$ cat src/rtl/cpu_pkg.sv
// Shared definitions for the 32-bit pipelined core: ALU opcodes and datapath defaults.
package cpu_pkg;

    localparam int CPU_WIDTH = 32;
    localparam int CPU_RAW   = 5;

    localparam logic [1:0] ALUC_ADD = 2'b00;
    localparam logic [1:0] ALUC_SUB = 2'b01;
    localparam logic [1:0] ALUC_AND = 2'b10;
    localparam logic [1:0] ALUC_OR  = 2'b11;

endpackage

$ cat src/rtl/fwd_mux.sv
// Per-source operand forwarding: EX result beats MEM write-back beats register file.
module fwd_mux #(
    parameter int WIDTH = 32,
    parameter int RAW   = 5
) (
    input  logic [RAW-1:0]   i_src,
    input  logic             i_ex_en,
    input  logic [RAW-1:0]   i_ex_rd,
    input  logic [WIDTH-1:0] i_ex_data,
    input  logic             i_mem_wreg,
    input  logic [RAW-1:0]   i_mem_rd,
    input  logic [WIDTH-1:0] i_mem_data,
    input  logic [WIDTH-1:0] i_rf_data,
    output logic [WIDTH-1:0] o_data
);

    always_comb begin
        // NOTE: default first so every path assigns o_data and no latch is inferred.
        o_data = i_rf_data;
        if (i_src != '0) begin
            if (i_ex_en && i_ex_rd == i_src) begin
                o_data = i_ex_data;
            end else if (i_mem_wreg && i_mem_rd == i_src) begin
                o_data = i_mem_data;
            end
        end
    end

endmodule

$ cat src/rtl/id_ex_stage.sv
// ID/EX pipeline register with EX/MEM forwarding, load-use stall, flush and
// valid/ready handshake on both sides.
module id_ex_stage
    import cpu_pkg::*;
#(
    parameter int WIDTH = CPU_WIDTH,
    parameter int RAW   = CPU_RAW
) (
    input  logic             Clk,
    input  logic             Rst,
    input  logic             In_valid,
    output logic             In_ready,
    input  logic [RAW-1:0]   Rs,
    input  logic [RAW-1:0]   Rt,
    input  logic             Use_rs,
    input  logic             Use_rt,
    input  logic [WIDTH-1:0] Qa,
    input  logic [WIDTH-1:0] Qb,
    input  logic [WIDTH-1:0] Imm,
    input  logic             Aluimm,
    input  logic [1:0]       Aluc_in,
    input  logic             Wreg_in,
    input  logic             M2reg_in,
    input  logic [RAW-1:0]   Rd_in,
    input  logic [WIDTH-1:0] Ex_R,
    input  logic             Mem_wreg,
    input  logic [RAW-1:0]   Mem_rd,
    input  logic [WIDTH-1:0] Mem_data,
    input  logic             Flush,
    input  logic             Out_ready,
    output logic             Valid,
    output logic [WIDTH-1:0] X,
    output logic [WIDTH-1:0] Y,
    output logic [1:0]       Aluc,
    output logic [WIDTH-1:0] Store_data,
    output logic             Wreg,
    output logic             M2reg,
    output logic [RAW-1:0]   Rd
);

    logic             r_valid;
    logic [WIDTH-1:0] r_x;
    logic [WIDTH-1:0] r_y;
    logic [WIDTH-1:0] r_store;
    logic [1:0]       r_aluc;
    logic             r_wreg;
    logic             r_m2reg;
    logic [RAW-1:0]   r_rd;

    logic             w_advance;
    logic             w_hazard;
    logic             w_ex_fwd_en;
    logic [WIDTH-1:0] w_fwd_rs;
    logic [WIDTH-1:0] w_fwd_rt;

    assign w_advance = ~r_valid | Out_ready;
    assign w_hazard  = r_valid & r_m2reg & r_wreg & (r_rd != '0) &
                       ((Use_rs & (Rs == r_rd)) | (Use_rt & (Rt == r_rd)));
    assign In_ready  = w_advance & ~w_hazard;

    // A held load has no result yet, so it must never be an EX forwarding source.
    assign w_ex_fwd_en = r_valid & r_wreg & ~r_m2reg;

    fwd_mux #(.WIDTH(WIDTH), .RAW(RAW)) u_fwd_rs (
        .i_src      (Rs),
        .i_ex_en    (w_ex_fwd_en),
        .i_ex_rd    (r_rd),
        .i_ex_data  (Ex_R),
        .i_mem_wreg (Mem_wreg),
        .i_mem_rd   (Mem_rd),
        .i_mem_data (Mem_data),
        .i_rf_data  (Qa),
        .o_data     (w_fwd_rs)
    );

    fwd_mux #(.WIDTH(WIDTH), .RAW(RAW)) u_fwd_rt (
        .i_src      (Rt),
        .i_ex_en    (w_ex_fwd_en),
        .i_ex_rd    (r_rd),
        .i_ex_data  (Ex_R),
        .i_mem_wreg (Mem_wreg),
        .i_mem_rd   (Mem_rd),
        .i_mem_data (Mem_data),
        .i_rf_data  (Qb),
        .o_data     (w_fwd_rt)
    );

    // NOTE: non-blocking assignments so every register samples pre-edge values.
    always_ff @(posedge Clk) begin
        if (Rst) begin
            r_valid <= 1'b0;
            r_x     <= '0;
            r_y     <= '0;
            r_store <= '0;
            r_aluc  <= '0;
            r_wreg  <= 1'b0;
            r_m2reg <= 1'b0;
            r_rd    <= '0;
        end else if (Flush) begin
            r_valid <= 1'b0;
        end else if (w_advance) begin
            if (w_hazard) begin
                r_valid <= 1'b0;
            end else begin
                r_valid <= In_valid;
                if (In_valid) begin
                    r_x     <= w_fwd_rs;
                    r_y     <= Aluimm ? Imm : w_fwd_rt;
                    r_store <= w_fwd_rt;
                    r_aluc  <= Aluc_in;
                    r_wreg  <= Wreg_in;
                    r_m2reg <= M2reg_in;
                    r_rd    <= Rd_in;
                end
            end
        end
    end

    assign Valid      = r_valid;
    assign X          = r_x;
    assign Y          = r_y;
    assign Aluc       = r_aluc;
    assign Store_data = r_store;
    assign Wreg       = r_valid & r_wreg;
    assign M2reg      = r_valid & r_m2reg;
    assign Rd         = r_rd;

endmodule

$ cat config.mk
export PLATFORM = sky130hd
export DESIGN_NAME = id_ex_stage
export DESIGN_NICKNAME = d
export VERILOG_FILES = /design/src/rtl/cpu_pkg.sv /design/src/rtl/fwd_mux.sv /design/src/rtl/id_ex_stage.sv
export SDC_FILE = /design/constraint.sdc
export NUM_CORES = 1
export LEC_CHECK = 0
export BUFFER_PORTS_ARGS = -buffer_cell sky130_fd_sc_hd__clkbuf_2
export CORE_MARGIN = 2
export CORE_UTILIZATION = 45
export DETAILED_ROUTE_END_ITERATION = 8
export MAX_ROUTING_LAYER = met4
export PLACE_DENSITY = 0.78
export SLEW_MARGIN = 10
export SYNTH_ARGS = -nofsm -noshare
export SYNTH_HDL_FRONTEND = slang
export SYNTH_SLANG_ARGS = --single-unit
$ cat constraint.sdc
create_clock -name Clk -period 2.7 [get_ports Clk]
set_input_delay 0.675 -clock Clk [delete_from_list [all_inputs] [get_ports Clk]]
set_output_delay 0.675 -clock Clk [all_outputs]
set_load 0.02 [all_outputs]
==> impl_metrics.py, run 1 <==
metrics = {
    "run_status": {
        "status": "completed",
    },
    "sta": {
        "relSlewSlack": 0.627,
        "finClkSkew_ps": 5.60,
        "rsz0062_at_grt": "false",
        "setup_viol_count_final": 0,
        "tightestPinTransition_ps": 560,
        "tns_ps": 0,
        "finalCritPeriodShare": 0.961,
        "maxSlewViolCount": 0,
        "max_freq_mhz": 386,
        "post-route-min-period_ps": 2590,
        "timing.hold.ws_ps": 467,
        "hold_violations": 0,
    },
    "cts": {
        "ctsHoldBuffers": 0,
        "cts_setup_buffers": 0,
        "htree_levels": 3,
        "cts_made_buffers": 9,
        "cts_resized": 0,
        "clk_latency_ps": 360,
        "path_clk_slew_ps": 70,
        "root_buffer": "clkbuf_16",
        "cts_sinks": 106,
        "clockBufferDepth": 2,
        "cts_tree": "yes",
    },
    "power": {
        "combPwrFrac": 0.221,
        "seqPwrFrac": 0.423,
        "cellPowerDensity_nw_per_um2": 476,
        "p_leak_nw": 3.84,
        "finalPower_w": 0.00407,
        "p_sw_w": 0.00122,
        "power.share.clock": 0.356,
        "peakVddDrop_v": 0.000370,
        "switching_share": 0.299,
        "p_int_w": 0.00285,
    },
    "final_layout": {
        "fin_cells": 1261,
        "nNetsFinal": 1270,
        "post_route_cells_drive_above_1_share": 0.360,
        "register_area_um2": 2120,
        "utilization": 0.614,
        "area.growth.synth_to_final_pct": 32.8,
        "multi_input_area_um2": 3970,
        "diodes": 0,
        "nFillCells": 1267,
    },
    "critical_path": {
        "crit_required_ps": 2030,
        "critPathKind": "flop to output port",
        "startpoint_type": "flop",
        "slowest_delay_ps": 380,
        "crit_path_top_delay_cell": "dfxtp_1",
        "cp-end-kind": "output port",
        "worstPathMaxFanout": 5,
        "path_cells": "nor3_1 > a21oi_1 > a41o_1 > a31oi_1 > clkbuf_2",
        "worstPathArrival_ps": 1920,
    },
    "grt": {
        "grt_pass1_vias": 7143,
        "grt_overflow_total": 0,
        "grt_pass1_wl_um": 36500,
        "antenna_found_initial": 0,
        "grtUsageTotal": 0.315,
        "grt_max_degree": 78,
    },
    "synth": {
        "ys_ff_latch": 106,
        "synth_ff_type": "dfxtp_1",
        "yosys_warnings": 0,
        "ys_seq_area_frac": 0.330,
        "synthArstFlopShare": 0,
        "synth_edf_count": 0,
        "synthMostInstantiatedCell": "nand2_1",
        "synthTopCellsByCount": "129 x nand2_1, 109 x nor2_1, 106 x dfxtp_1",
        "avgSynthCellArea_um2": 7.92,
        "synth_top_cell_area_share": 0.330,
        "synth_cell_type_count": 43,
        "synthCells": 813,
        "synthesis.nets": 1006,
        "netlist_area_um2": 6440,
        "synth_area_leaders": "dfxtp_1 33%, a211o_1 8.3%, nand2_1 7.5%",
        "synth_area_leader_cell": "dfxtp_1",
    },
    "floorplan": {
        "io_pins": 300,
        "coreArea_um2": 13900,
        "dieArea_um2": 15300,
        "start_util": 0.462,
        "die_w_um": 124,
        "die_h_um": 124,
        "rows": 43,
    },
    "place": {
        "place_congestion": 0.867,
        "dp_hpwl_um": 17600,
        "numPlacedInstances": 1246,
        "portBuffers": 299,
    },
    "job": {
        "cap_violations": 0,
    },
    "route": {
        "drt-total-wl_um": 24000,
        "first_pass_iters": 5,
        "detail_route.vias_per_cell": 5.96,
        "routedWlPerCell_um": 19.1,
        "num_vias": 7512,
        "drt_first_iter_violations": 679,
        "ant_nets": 0,
        "drc": 0,
    },
    "worst_hold_path": {
        "hold_class": "flop to flop",
    },
}
[layout by cell type (no fill, tap or decap), types with 2 or more instances in the layout]
cell         n
nand4_1     64
a211o_1     61
inv_1        3
xor2_1       9
nor3_1       3
and2_1       4
clkinv_2     2
o221ai_1     2
o21ai_0     24
clkbuf_16    9
buf_4       28
dfxtp_1    106
clkbuf_2   298
o21ai_1      6
nand3_1      5
nand2b_1    32
nor2_1     107
nor2_4       3
a21oi_1      4
a311oi_1    37
bufinv_16    2
nand2_1    129
nand3_2      2
a21o_1      62
xnor2_1     10
a311oi_2    27
mux2i_1      9
nor2b_1      2
o22ai_1      4
buf_12      10
[path summary, 6_finish.rpt]
| check | start | to | slack [ps] | cells past startpoint |
|---|---|---|---|---|
| worst max-delay path | Rd[4] | In_ready | 110 | 5 |
| worst min-delay path | Store_data[19] | Store_data[19] | 470 | 2 |
| worst max register to register | Rd[0] | Y[0] | 450 | 7 |
| worst min register to register | Store_data[19] | Store_data[19] | 470 | 2 |
[critical path: cells and delay by family (launching register included)]
kind	cells	cell delay [ps]
buffers and inverters	1	220
AND/OR/NAND/NOR	1	280
flip-flops	1	380
AO/OA/AOI/OAI	3	670
[logic make-up (layout without fill, tap and decap cells)]
family          after synthesis  count (layout)  synth area share
simple gates                361             361             0.261
xor+xnor                     19              19            0.0258
mux                           9               9            0.0140
buf+inv                      86             354            0.0616
flops                       106             106             0.330
compound gates              232             232             0.308
[power by group through the flow]
stage / sequential [W] / clock (W) / combinational [W]
floorplan: 0.00187 / 0 / 0.000390
global placement: 0.00175 / 0 / 0.000881
detailed placement: 0.00176 / 0 / 0.000891
CTS: 0.00172 / 0.00147 / 0.000894
global route: 0.00173 / 0.00154 / 0.000967
finish: 0.00172 / 0.00145 / 0.000899
[metrics by stage]
step | worst slack [ps] | instance area [µm²]
6_report | 107 | 8550
5_1_grt | 12.6 | 8550
4_1_cts | 95.4 | 8550
3_5_place_dp | -30.0 | 8230
3_3_place_gp | 50.6 | 8230
2_1_floorplan | 395 | 6440
[per-layer routing]
| layer | vias up | track usage | share of wire |
|---|---|---|---|
| li1 | 3505 | - | - |
| met1 | 3523 | 0.384 | 0.41 |
| met4 | 0 | 0.123 | 0.029 |
| met5 | - | - | 0 |
| met2 | 428 | 0.502 | 0.47 |
| met3 | 56 | 0.0760 | 0.089 |
[state kept, by name, summed over array words and instances, names as in the netlist]
name / flops
r_wreg: 1
Valid: 1
Y: 32
X: 32
Rd: 5
Store_data: 32
r_m2reg: 1
Aluc: 2
[final cells by class]
cell class	count	share of cell area
Multi-Input combinational cell	621	0.465
Sequential cell	106	0.248
Timing Repair Buffer	336	0.222
Clock buffer	10	0.0279
Tap cell	180	0.0263
Clock inverter	5	0.00922
Inverter	3	0.00132
Power figures use the tool's default switching activity.
==> inputs of run 2 (changes only) <==
--- a/config.mk
+++ b/config.mk
@@ -6,10 +6,8 @@
 export NUM_CORES = 1
 export LEC_CHECK = 0
 export BUFFER_PORTS_ARGS = -buffer_cell sky130_fd_sc_hd__clkbuf_2
-export CORE_MARGIN = 2
 export CORE_UTILIZATION = 45
 export DETAILED_ROUTE_END_ITERATION = 8
-export MAX_ROUTING_LAYER = met4
 export PLACE_DENSITY = 0.78
 export SLEW_MARGIN = 10
 export SYNTH_ARGS = -nofsm -noshare
==> run 2 against run 1 <==
  * Sequential cell count is the same
  * Global-route usage shrank 0.88 points
  * Wire length shrank 6.1%
  * Clock-buffer cell count is the same
  * Sequential share of layout area grew 0.13 points
  * Non-clock buffer count shrank 8
  * Setup slack gained 71 ps
  * Critical path depth is the same
  * Clock power shrank 9%
  * Critical path type unchanged
  * Largest cell class unchanged
  * Largest power group unchanged
==> impl_metrics.py, run 2 (synthesis results as in run 1) <==
metrics = {
    "run_status": {
        "status": "completed",
    },
    "sta": {
        "post-route-min-period_ps": 2520,
        "rsz0062_at_grt": "false",
        "maxSlewViolCount": 0,
        "tightestPinTransition_ps": 577,
        "tns_ps": 0,
        "setup_viol_count_final": 0,
        "finClkSkew_ps": 7.94,
        "relSlewSlack": 0.616,
        "finalCritPeriodShare": 0.934,
        "max_freq_mhz": 396,
        "hold_violations": 0,
    },
    "critical_path": {
        "critPathKind": "flop to output port",
        "path_cells": "xor2_1 > nor2_1 > a41o_1 > a31oi_1 > clkbuf_2",
        "crit_path_top_delay_cell": "dfxtp_1",
        "worstPathMaxFanout": 5,
        "critical_path_depth": 5,
        "worstPathArrival_ps": 1850,
        "crit_required_ps": 2030,
        "critical-path-top-delay-family": "compound AO/OA/AOI/OAI gates",
        "reg2reg_depth": 7,
        "crit_buf_inv": 1,
        "cp-end-kind": "output port",
        "startpoint_type": "flop",
        "slowest_delay_ps": 490,
    },
    "cts": {
        "ctsHoldBuffers": 0,
        "htree_levels": 3,
        "clk_latency_ps": 350,
        "clockBufferDepth": 2,
        "cts_setup_buffers": 0,
        "cts_made_buffers": 9,
        "path_clk_slew_ps": 70,
        "cts_tree": "yes",
        "cts_sinks": 106,
        "cts_resized": 0,
        "root_buffer": "clkbuf_16",
    },
    "final_layout": {
        "post_route_cells_drive_above_1_share": 0.356,
        "multi_input_area_um2": 3980,
        "area.growth.synth_to_final_pct": 32.1,
        "register_area_um2": 2120,
        "final_cell_mix": "298 x clkbuf_2, 129 x nand2_1, 107 x nor2_1",
        "fin_area_um2": 8510,
        "diodes": 0,
        "nNetsFinal": 1262,
        "nFillCells": 1284,
        "final_common_cell": "clkbuf_2",
        "utilization": 0.610,
    },
    "floorplan": {
        "io_pins": 300,
        "coreArea_um2": 13900,
        "die_h_um": 122,
        "start_util": 0.462,
        "dieArea_um2": 14800,
        "die_w_um": 122,
        "rows": 43,
    },
    "grt": {
        "grt_pass1_vias": 7015,
        "grt_overflow_total": 0,
        "grt_pass1_wl_um": 35300,
        "antenna_found_initial": 0,
        "grt_max_degree": 107,
        "grtUsageTotal": 0.306,
    },
    "power": {
        "p_leak_nw": 3.80,
        "cellPowerDensity_nw_per_um2": 462,
        "peakVddDrop_v": 0.000315,
    },
    "worst_hold_path": {
        "hold_depth": 2,
        "hold_class": "flop to flop",
    },
    "place": {
        "portBuffers": 299,
        "dp_hpwl_um": 16400,
        "dpl-instance-area_um2": 8210,
        "place_congestion": 0.845,
    },
    "route": {
        "drt-total-wl_um": 22600,
        "routedWlPerCell_um": 18.0,
        "drt_first_iter_violations": 626,
        "detail_route.vias_per_cell": 5.83,
        "first_pass_iters": 5,
        "ant_nets": 0,
        "drc": 0,
        "num_vias": 7304,
    },
    "job": {
        "cap_violations": 0,
    },
}
==> run 2: per-layer routing <==
layer	share of wire	up-vias	GRT usage
met2	0.47	434	0.505
met3	0.095	67	0.0843
met1	0.40	3313	0.373
met5	0	-	0
met4	0.034	0	0.126
li1	-	3490	-
==> run 2: final timing paths <==
path	from	endpoint	slack (ps)
worst max register to register	Rd[4]	Y[31]	450
worst min register to register	Store_data[18]	Store_data[18]	470
worst min-delay path	Store_data[18]	Store_data[18]	470
worst max-delay path	Rd[1]	In_ready	180
==> run 2: tightest hold or removal path, delay by kind of cell (launching register included) <==
kind | cells | cell delay [ps]
DFF | 1 | 310
and+or+nand+nor | 1 | 60
AOI/OAI and AO/OA | 1 | 60
==> run 2: where the power goes <==
part	internal (W)	total [W]	switching (W)
logic	0.000354	0.000886	0.000531
registers	0.00166	0.00172	0.0000595
clock network	0.000714	0.00132	0.000610
total	0.00273	0.00393	0.00120
==> run 2: final cells by class <==
cell class	count	area share
clock buffers	10	0.0269
clock inverters	5	0.00662
inverters	3	0.00132
multi-input cells	621	0.468
flip-flops and latches	106	0.249
well taps	180	0.0265
repair buffers	328	0.221
==> run 2: stage by stage <==
| step | hold slack [ps] | instances | setup WS (ps) | power, W |
|---|---|---|---|---|
| final | 471 | 1253 | 178 | 0.00393 |
| after global routing | 492 | 1253 | 80.4 | 0.00409 |
| after CTS | 471 | 1253 | 118 | 0.00395 |
| after detailed placement | 459 | 1238 | 112 | 0.00263 |
| after global placement | 451 | 1238 | 102 | 0.00262 |
| after floorplan | 489 | 813 | 395 | 0.00226 |
